File: src/rtl/disp_pkg.sv
// Shared types, anode patterns and default timing for the disp_scan_ctrl display scanner.
package disp_pkg;

    typedef enum logic [1:0] {
        D0 = 2'd0,
        D1 = 2'd1,
        D2 = 2'd2,
        D3 = 2'd3
    } digit_t;

    localparam logic [3:0] ANODE_OFF = 4'b1111;
    localparam logic [3:0] ANODE_D3  = 4'b0111;
    localparam logic [3:0] ANODE_D2  = 4'b1011;
    localparam logic [3:0] ANODE_D1  = 4'b1101;
    localparam logic [3:0] ANODE_D0  = 4'b1110;

    localparam int DEF_SLOT_CYCLES  = 50000;
    localparam int DEF_GAP_CYCLES   = 500;
    localparam int DEF_BLINK_FRAMES = 64;

    function automatic logic [3:0] anode_of(digit_t d);
        case (d)
            D3:      return ANODE_D3;
            D2:      return ANODE_D2;
            D1:      return ANODE_D1;
            default: return ANODE_D0;
        endcase
    endfunction

    // Scan order is D3 -> D2 -> D1 -> D0 -> D3, i.e. a 2-bit down-count.
    function automatic digit_t next_digit(digit_t d);
        return digit_t'(d - 2'd1);
    endfunction

endpackage

File: src/rtl/disp_scan_ctrl_slot_timer.sv
// Timebase for disp_scan_ctrl: slot counter with anti-ghost gap, free-running PWM phase,
// and the frame divider that toggles the blink phase.
module disp_slot_timer
    import disp_pkg::*;
#(
    parameter int SLOT_CYCLES  = DEF_SLOT_CYCLES,
    parameter int GAP_CYCLES   = DEF_GAP_CYCLES,
    parameter int BLINK_FRAMES = DEF_BLINK_FRAMES
) (
    input  logic       clk,
    input  logic       reset,
    input  logic       last_slot,
    output logic       slot_end,
    output logic       frame_end,
    output logic       in_gap,
    output logic [3:0] pwm,
    output logic       blink_phase
);

    localparam int SW = (SLOT_CYCLES > 1) ? $clog2(SLOT_CYCLES) : 1;
    localparam int FW = (BLINK_FRAMES > 1) ? $clog2(BLINK_FRAMES) : 1;
    localparam logic [SW-1:0] SLOT_LAST  = SW'(SLOT_CYCLES - 1);
    localparam logic [SW-1:0] GAP_END    = SW'(GAP_CYCLES);
    localparam logic [FW-1:0] FRAME_LAST = FW'(BLINK_FRAMES - 1);

    logic [SW-1:0] slot_cnt;
    logic [FW-1:0] frame_cnt;

    assign slot_end  = (slot_cnt == SLOT_LAST);
    assign frame_end = slot_end && last_slot;
    assign in_gap    = (slot_cnt < GAP_END);

    // NOTE: sequential state uses non-blocking assignments only, so every flop sees pre-edge values.
    always_ff @(posedge clk) begin
        if (reset) begin
            slot_cnt    <= '0;
            pwm         <= 4'd0;
            frame_cnt   <= '0;
            blink_phase <= 1'b0;
        end else begin
            pwm      <= pwm + 4'd1;
            slot_cnt <= slot_end ? '0 : slot_cnt + SW'(1);
            if (frame_end) begin
                if (frame_cnt == FRAME_LAST) begin
                    frame_cnt   <= '0;
                    blink_phase <= ~blink_phase;
                end else begin
                    frame_cnt <= frame_cnt + FW'(1);
                end
            end
        end
    end

endmodule

File: src/rtl/disp_scan_ctrl.sv
// Four-digit multiplexed display scanner with tear-free double-buffered image load,
// PWM brightness and blink. Optional leading-zero blanking: define DISP_LZ_BLANK_EN.
module disp_scan_ctrl
    import disp_pkg::*;
#(
    parameter int SLOT_CYCLES  = DEF_SLOT_CYCLES,
    parameter int GAP_CYCLES   = DEF_GAP_CYCLES,
    parameter int BLINK_FRAMES = DEF_BLINK_FRAMES
) (
    input  logic        clk,
    input  logic        reset,
    input  logic        load_valid,
    output logic        load_ready,
    input  logic [15:0] load_data,
    input  logic [3:0]  load_blank,
    input  logic [3:0]  blink_mask,
    input  logic [3:0]  bright,
    output logic [3:0]  muxd,
    output logic [3:0]  adrive,
    output logic        frame_start
);

    digit_t      state;
    logic [15:0] pend_data;
    logic [3:0]  pend_blank;
    logic [15:0] com_data;
    logic [3:0]  com_blank;
    logic        boundary_q;

    logic        slot_end;
    logic        frame_end;
    logic        in_gap;
    logic [3:0]  pwm;
    logic        blink_phase;
    logic [3:0]  lz_mask;
    logic        lit;

    disp_slot_timer #(
        .SLOT_CYCLES  (SLOT_CYCLES),
        .GAP_CYCLES   (GAP_CYCLES),
        .BLINK_FRAMES (BLINK_FRAMES)
    ) u_timer (
        .clk         (clk),
        .reset       (reset),
        .last_slot   (state == D0),
        .slot_end    (slot_end),
        .frame_end   (frame_end),
        .in_gap      (in_gap),
        .pwm         (pwm),
        .blink_phase (blink_phase)
    );

`ifdef DISP_LZ_BLANK_EN
    // Zeros ahead of the first nonzero digit go dark; the units digit always shows.
    logic lz3, lz2, lz1;
    assign lz3     = (com_data[15:12] == 4'h0);
    assign lz2     = lz3 && (com_data[11:8] == 4'h0);
    assign lz1     = lz2 && (com_data[7:4] == 4'h0);
    assign lz_mask = {lz3, lz2, lz1, 1'b0};
`else
    assign lz_mask = 4'b0000;
`endif

    assign lit = !in_gap
              && (pwm <= bright)
              && !com_blank[state]
              && !(blink_phase && blink_mask[state])
              && !lz_mask[state];

    // load_ready doubles as "pending empty", so a transfer can never coincide with a commit.
    always_ff @(posedge clk) begin
        if (reset) begin
            state       <= D3;
            // NOTE: the pending image is cleared on reset too, so no stale data can ever commit.
            pend_data   <= 16'h0000;
            pend_blank  <= 4'b0000;
            com_data    <= 16'h0000;
            com_blank   <= 4'b1111;
            load_ready  <= 1'b1;
            muxd        <= 4'h0;
            adrive      <= ANODE_OFF;
            boundary_q  <= 1'b0;
            frame_start <= 1'b0;
        end else begin
            if (slot_end) begin
                state <= next_digit(state);
            end

            if (frame_end && !load_ready) begin
                com_data   <= pend_data;
                com_blank  <= pend_blank;
                load_ready <= 1'b1;
            end else if (load_valid && load_ready) begin
                pend_data  <= load_data;
                pend_blank <= load_blank;
                load_ready <= 1'b0;
            end

            muxd        <= com_data[{state, 2'b00} +: 4];
            adrive      <= lit ? anode_of(state) : ANODE_OFF;
            boundary_q  <= frame_end;
            frame_start <= boundary_q;
        end
    end

endmodule

File: config.mk
export PLATFORM = sky130hd
export DESIGN_NAME = disp_scan_ctrl
export DESIGN_NICKNAME = d
export VERILOG_FILES = /design/src/rtl/disp_pkg.sv /design/src/rtl/disp_scan_ctrl_slot_timer.sv /design/src/rtl/disp_scan_ctrl.sv
export SDC_FILE = /design/constraint.sdc
export NUM_CORES = 1
export LEC_CHECK = 0
export CAP_MARGIN = 0
export CORE_MARGIN = 2
export CORE_UTILIZATION = 50
export DETAILED_ROUTE_END_ITERATION = 6
export PLACE_DENSITY = 0.83
export SETUP_SLACK_MARGIN = 0.4
export SKIP_CTS_REPAIR_TIMING = 1
export SYNTH_ARGS = -nofsm -noshare
export SYNTH_HDL_FRONTEND = slang
export SYNTH_HIERARCHICAL = 1
export SYNTH_SLANG_ARGS = --single-unit
File: constraint.sdc
create_clock -name clk -period 5.2 [get_ports clk]
set_clock_uncertainty 0.05 [all_clocks]
set_input_delay 1.04 -clock clk [delete_from_list [all_inputs] [get_ports clk]]
set_output_delay 1.04 -clock clk [all_outputs]
set_load 0.005 [all_outputs]
==> results of run 1 <==
-- kinds of logic after synthesis --
kind of cell	share of synthesized area, %
simple gates	25.0
buf+inv	3.87
fa+ha+maj	4.46
compound gates	9.52
xor+xnor	4.42
flops	47.6
mux	5.13
-- placed cells by master (no fill, tap or decap), types with 3 or more instances in the layout --
cell             instances
nand2_1                 86
dfxtp_1                 80
a21oi_1                 42
clkdlybuf4s50_1         39
nor2_1                  26
nand3_1                 13
xnor2_1                 12
ha_1                    12
inv_1                   11
clkbuf_8                11
nor2b_1                 10
nand3b_1                 5
and3_1                   5
xor2_1                   5
nor4_1                   5
mux4_1                   4
o21ai_0                  4
nand4_1                  4
nor3_1                   4
nand2b_1                 3
o31ai_1                  3
-- area by class of cell --
cell class                 instances  area [um2]
clock buffer                      13         159
clock inverter                     2        13.8
fill                             551        2470
inverter                          11        41.3
multi-input combinational        267        1630
sequential                        80        1600
tap                               77        96.3
timing repair buffer              42         410
-- final timing paths --
kind / to / slack [ns] / depth (start not counted)
worst max-delay path: com_data[2] / 2.71 / 7
worst min-delay path: frame_start / 0.39 / 1
worst max register to register: com_data[2] / 2.71 / 7
worst min register to register: frame_start / 0.39 / 1
-- power by group through the flow --
stage	clock network, mW	logic, mW	registers [mW]
floorplan	0	0.0380	0.648
global placement	0	0.0675	0.650
detailed placement	0	0.0697	0.650
CTS	0.421	0.0699	0.636
global route	0.442	0.0778	0.638
finish	0.408	0.0693	0.636
-- per-stage QoR --
| step | setup WS (ns) | cells | hold WS, ns |
|---|---|---|---|
| floorplan | 2.99 | 378 | 0.364 |
| global route | 2.42 | 492 | 0.420 |
| global placement | 2.55 | 477 | 0.381 |
| detailed placement | 2.50 | 477 | 0.378 |
| finish | 2.71 | 492 | 0.392 |
| CTS | 2.69 | 492 | 0.398 |
-- metal layers --
layer / vias up / part of all wire, %
li1: 1346 / -
met1: 1205 / 44
met2: 64 / 50
met3: 7 / 5.3
met4: 0 / 1.2
met5: - / 0
-- state kept, by name (all words and copies together) (netlist names) --
| register | count |
|---|---|
| adrive | 4 |
| boundary_q | 1 |
| com_blank | 4 |
| com_data | 16 |
| frame_start | 1 |
| load_ready | 1 |
| muxd | 4 |
| pend_blank | 4 |
| pend_data | 16 |
| state | 2 |
| u_timer/blink_phase | 1 |
| u_timer/frame_cnt | 6 |
| u_timer/pwm | 4 |
| u_timer/slot_cnt | 16 |
-- synth_stat cells (all sizes together) (3+ instances only) --
master | count | area, um2
clkbuf | 14 | 53.8
nand2 | 86 | 323
nand3b | 5 | 37.5
inv | 11 | 41.3
nand4 | 4 | 25.0
nor2b | 10 | 62.6
a21oi | 42 | 210
nor4 | 6 | 52.6
nand2b | 3 | 18.8
o21ai | 4 | 20.0
nor3 | 4 | 20.0
nand3 | 14 | 75.1
nor2 | 26 | 97.6
and3 | 5 | 31.3
dfxtp | 80 | 1600
o31ai | 3 | 22.5
ha | 12 | 150
xnor2 | 12 | 105
xor2 | 5 | 43.8
buf | 6 | 35.0
mux4 | 6 | 150
==> flow_summary_export.csv, run 1 <==
group,metric,value,unit
floorplanning,io_pins,41,
setup_path,critPathRequiredTime,5.42,ns
floorplanning,die-area,7400,um2
min_path,hold_path.startpoint,"boundary_q",
cts,cts_root_buf,"clkbuf_8",
synth,yosys_warnings,6,
setup_path,crit_path_end_kind,"flop",
setup_path,max_stage_delay,0.68,ns
power,swShare,22.6,%
sta,post-route-min-period,2.49,ns
route,via_per_inst,5.33,
setup_path,path_delay_family,"simple AND/OR/NAND/NOR gates",
grt,grt_max_degree,66,
power,peakVddDrop,0.000158,V
grt,overflow,0,
route,drt_iter0_markers,110,
setup_path,arrival,2.71,ns
placement,gp_congestion,0.803,
power,seqPwrFrac,57.1,%
setup_path,slowest_stage,"dfxtp_1",
synth,synth-async-reset-ratio,0,%
cts,cts_buffers,9,
power,power,1.11,mW
grt,grt_pass1_wl,10400,um
sta,rsz0062_at_grt,"false",
finish,fin_area,3960,um2
floorplanning,die_y,86.0,um
setup_path,path_cells,"inv_1, ha_1, nand3_1, nor2_1, nand2b_1, nand2_1, a21oi_1",
grt,gr-max-usage-layer,"met2",
power,clkPwrFrac,36.6,%
power,p_int,861,uW
floorplanning,start_util,52.4,%
finish,drive_above_1_share,5.54,%
grt,grtUsageMet1,20.6,%
placement,port-buffer-count,40,
synth,synth_fp_nets,421,
setup_path,crit_start,"state[0]",
synth,synth_area,3370,um2
run,maxCapViolCount,0,
finish,layout.nets,454,
setup_path,crit_type,"reg -> reg",
finish,synthToLayoutAreaGrowth,17.5,%
route,dr_total_vias,2622,
setup_path,worstSetupStartpointType,"flop",
grt,grtUsageMet3,4.91,%
sta,min_period_over_period,47.9,%
sta,fmax,0.402,GHz
cts,clock_path_buffers,2,
grt,grt_use_total,17.7,%
synth,synth.distinct_cells,41,
synth,ys_seq_elements,80,
floorplanning,core,6420,um2
min_path,hold_path_class,"reg -> reg",
power,p_leak,1.48,nW
sta,setup_viol_count_final,0,
route,wirelength,6210,um
synth,ys_seq_area_share,47.6,%
setup_path,path_buf_inv,1,
sta,tns,0,ns
route,wl_per_cell,12.6,um
route,dr.pass1.iters,4,
placement,dp_hpwl,4160,um
placement,postPlaceCellArea,3780,um2
route,ant_nets,0,
synth,synth_edf_count,0,
grt,grt_util_met2,30.4,%
floorplanning,rows,29,
cts,path_clk_slew,0.07,ns
grt,first_global_vias,2427,
sta,slew_violations,0,
cts,insertion_delay,0.35,ns
sta,relSlewSlack,28.0,%
finish,n_antenna_cell,0,
synth,synth_cells,378,
sta,worst_slew_pin_slew,1.08,ns
finish,postLayoutCoreUtil,61.6,%
sta,finalHoldViolations,0,
cts,cts_tree,"done",
synth,synth_flop_cell,"dfxtp_1",
floorplanning,dieWidth,86.0,um
power,cellPowerDensity,281,nW/um2
grt,antenna_found_initial,0,
cts,htreeDepth,3,
run_status,status,"complete, no violations",
synth,syn_avg_cell_area,8.90,um2
setup_path,crit_fanout,20,
power,p_switching,252,uW
route,drc,0,
setup_path,r2r-start,"state[0]",
power,comb_power_share,6.2,%
cts,clock_sink_count,80,
No activity file was read; power rests on OpenSTA's default activity.
==> run 2: changes to the inputs <==
PLACE_DENSITY = 0.86   (was 0.83)
clock period = 2 ns   (was 5.2 ns; I/O delays follow)
==> flow_summary_export.csv, run 2 (synthesis results as in run 1) <==
group,metric,value,unit
grt,overflow,0,
finish,layout_commonest_cell,"nand2_1",
placement,dpl_worst_slack,-0.0334,ns
route,wl_per_cell,14.6,um
sta,worst_slew_pin_slew,0.613,ns
cts,cts_root_buf,"clkbuf_8",
floorplanning,io_pins,41,
setup_path,crit_start,"u_timer/slot_cnt[10]",
setup_path,crit_type,"reg -> reg",
cts,path_clk_slew,0.08,ns
cts,insertion_delay,0.36,ns
sta,post-route-min-period,1.86,ns
power,peakVddDrop,0.000475,V
run_status,status,"complete, no violations",
route,dr.pass1.iters,4,
finish,reg_top3,"com_data: 16 flops, pend_data: 16 flops, u_timer/slot_cnt: 16 flops",
min_path,hold_path.startpoint,"reset",
floorplanning,core,6420,um2
finish,n_antenna_cell,0,
route,drc,0,
sta,fmax,0.537,GHz
grt,grt_use_total,19.7,%
finish,stdcell_count,517,
grt,first_global_vias,2676,
setup_path,arrival,2.10,ns
setup_path,timing.rr.end,"com_data[6]",
floorplanning,die_y,86.0,um
finish,nFillCells,462,
cts,cts_tree,"done",
route,ant_nets,0,
floorplanning,start_util,52.4,%
floorplanning,rows,29,
floorplanning,die-area,7400,um2
route,drt_iter0_markers,132,
placement,gp_congestion,0.864,
cts,clock_path_buffers,2,
sta,finalHoldViolations,0,
placement,dp_hpwl,4750,um
grt,grt_max_degree,33,
route,wirelength,7530,um
finish,layout.nets,478,
setup_path,r2r-start,"u_timer/slot_cnt[10]",
setup_path,rr_worst_depth,8,
grt,antenna_found_initial,0,
sta,min_period_over_period,93.1,%
grt,grt_pass1_wl,11500,um
placement,port-buffer-count,40,
setup_path,worstSetupStartpointType,"flop",
sta,setup_ws,0.138,ns
sta,setup_viol_count_final,0,
sta,relSlewSlack,59.0,%
run,maxCapViolCount,0,
power,p_leak,1.77,nW
power,cellPowerDensity,699,nW/um2
finish,layout_common_cells,"nand2_1, dfxtp_1, a21oi_1",
min_path,hold_path_end,"u_timer/pwm[0]",
setup_path,reg2reg_slack,0.14,ns
route,dr_total_vias,2846,
placement,dp_cells,490,
cts,htreeDepth,3,
setup_path,crit_fanout,8,
floorplanning,dieWidth,86.0,um
min_path,hold_path_class,"in -> reg",
route,via_per_inst,5.50,
sta,tns,0,ns
cts,cts_buffers,9,
setup_path,crit_path_end_kind,"flop",
finish,synthToLayoutAreaGrowth,30.6,%
cts,clock_sink_count,80,
finish,drive_above_1_share,18.2,%
min_path,hold-path-cell-count,2,
sta,rsz0062_at_grt,"true",
sta,slew_violations,0,
setup_path,critPathRequiredTime,2.24,ns
run 2: changes by cell type in the layout (fill, tap and decap cells not counted), moves of 5 or more:
cell / before / now
dlymetal6s2s_1: 0 / 11
dfxtp_2: 0 / 6
a21oi_1: 42 / 37
dfxtp_4: 0 / 5
buf_4: 2 / 19
dfxtp_1: 80 / 69
a21oi_2: 0 / 5
clkdlybuf4s50_1: 39 / 28
run 2: layout make-up:
| class | count | area (um2) | area share, % |
|---|---|---|---|
| Multi-Input combinational cell | 268 | 1770 | 40.3 |
| Sequential cell | 80 | 1630 | 37.0 |
| Timing Repair Buffer | 65 | 653 | 14.9 |
| Clock buffer | 10 | 138 | 3.13 |
| Tap cell | 77 | 96.3 | 2.19 |
| Clock inverter | 6 | 67.6 | 1.54 |
| Inverter | 11 | 41.3 | 0.939 |
run 2: power by group:
group	total (mW)	internal, mW	switching [mW]	leakage (nW)
Combinational	0.197	0.105	0.0916	1.02
Sequential	1.65	1.62	0.0295	0.653
Clock	1.22	0.614	0.608	0.0989
Total	3.07	2.34	0.729	1.77
run 2: layer usage:
layer | wire length [um] | up-vias | share of wire (%) | global-route usage (%)
li1 | - | 1397 | - | -
met3 | 306 | 14 | 4.1 | 5.49
met4 | 143 | 0 | 1.9 | 7.65
met1 | 3170 | 1372 | 42 | 22.5
met2 | 3900 | 63 | 52 | 34.5
met5 | 0 | - | 0 | 0
run 2: how the worst max path moves through the flow:
stage	to	slack (ns)	cells past startpoint
after global placement	adrive[2]	-0.009	4
after CTS	u_timer/frame_cnt[2]	0.09	6
after detailed placement	adrive[1]	-0.03	4
after global routing	com_data[13]	0.06	8
final	com_data[6]	0.14	8
after floorplan	com_data[10]	0.36	9
run 2: critical path: stages (launching register included):
cell and delay [ns]:
dfxtp_4 0.37, nor4_4 0.36, nand3_2 0.13, buf_8 0.15
nor2_4 0.12, nor2b_4 0.25, clkbuf_16 0.18, nand2_1 0.05
a21oi_1 0.12
run 2: metrics by stage:
stage | instance area [um2] | utilization (%) | total power [mW] | hold WS [ns]
after detailed placement | 3940 | 61.3 | 1.89 | 0.376
final | 4400 | 68.4 | 3.07 | 0.368
after CTS | 4140 | 64.5 | 3.08 | 0.354
after global routing | 4400 | 68.4 | 3.19 | 0.375
after floorplan | 3450 | - | 1.79 | 0.364
after global placement | 3940 | 61.3 | 1.88 | 0.376
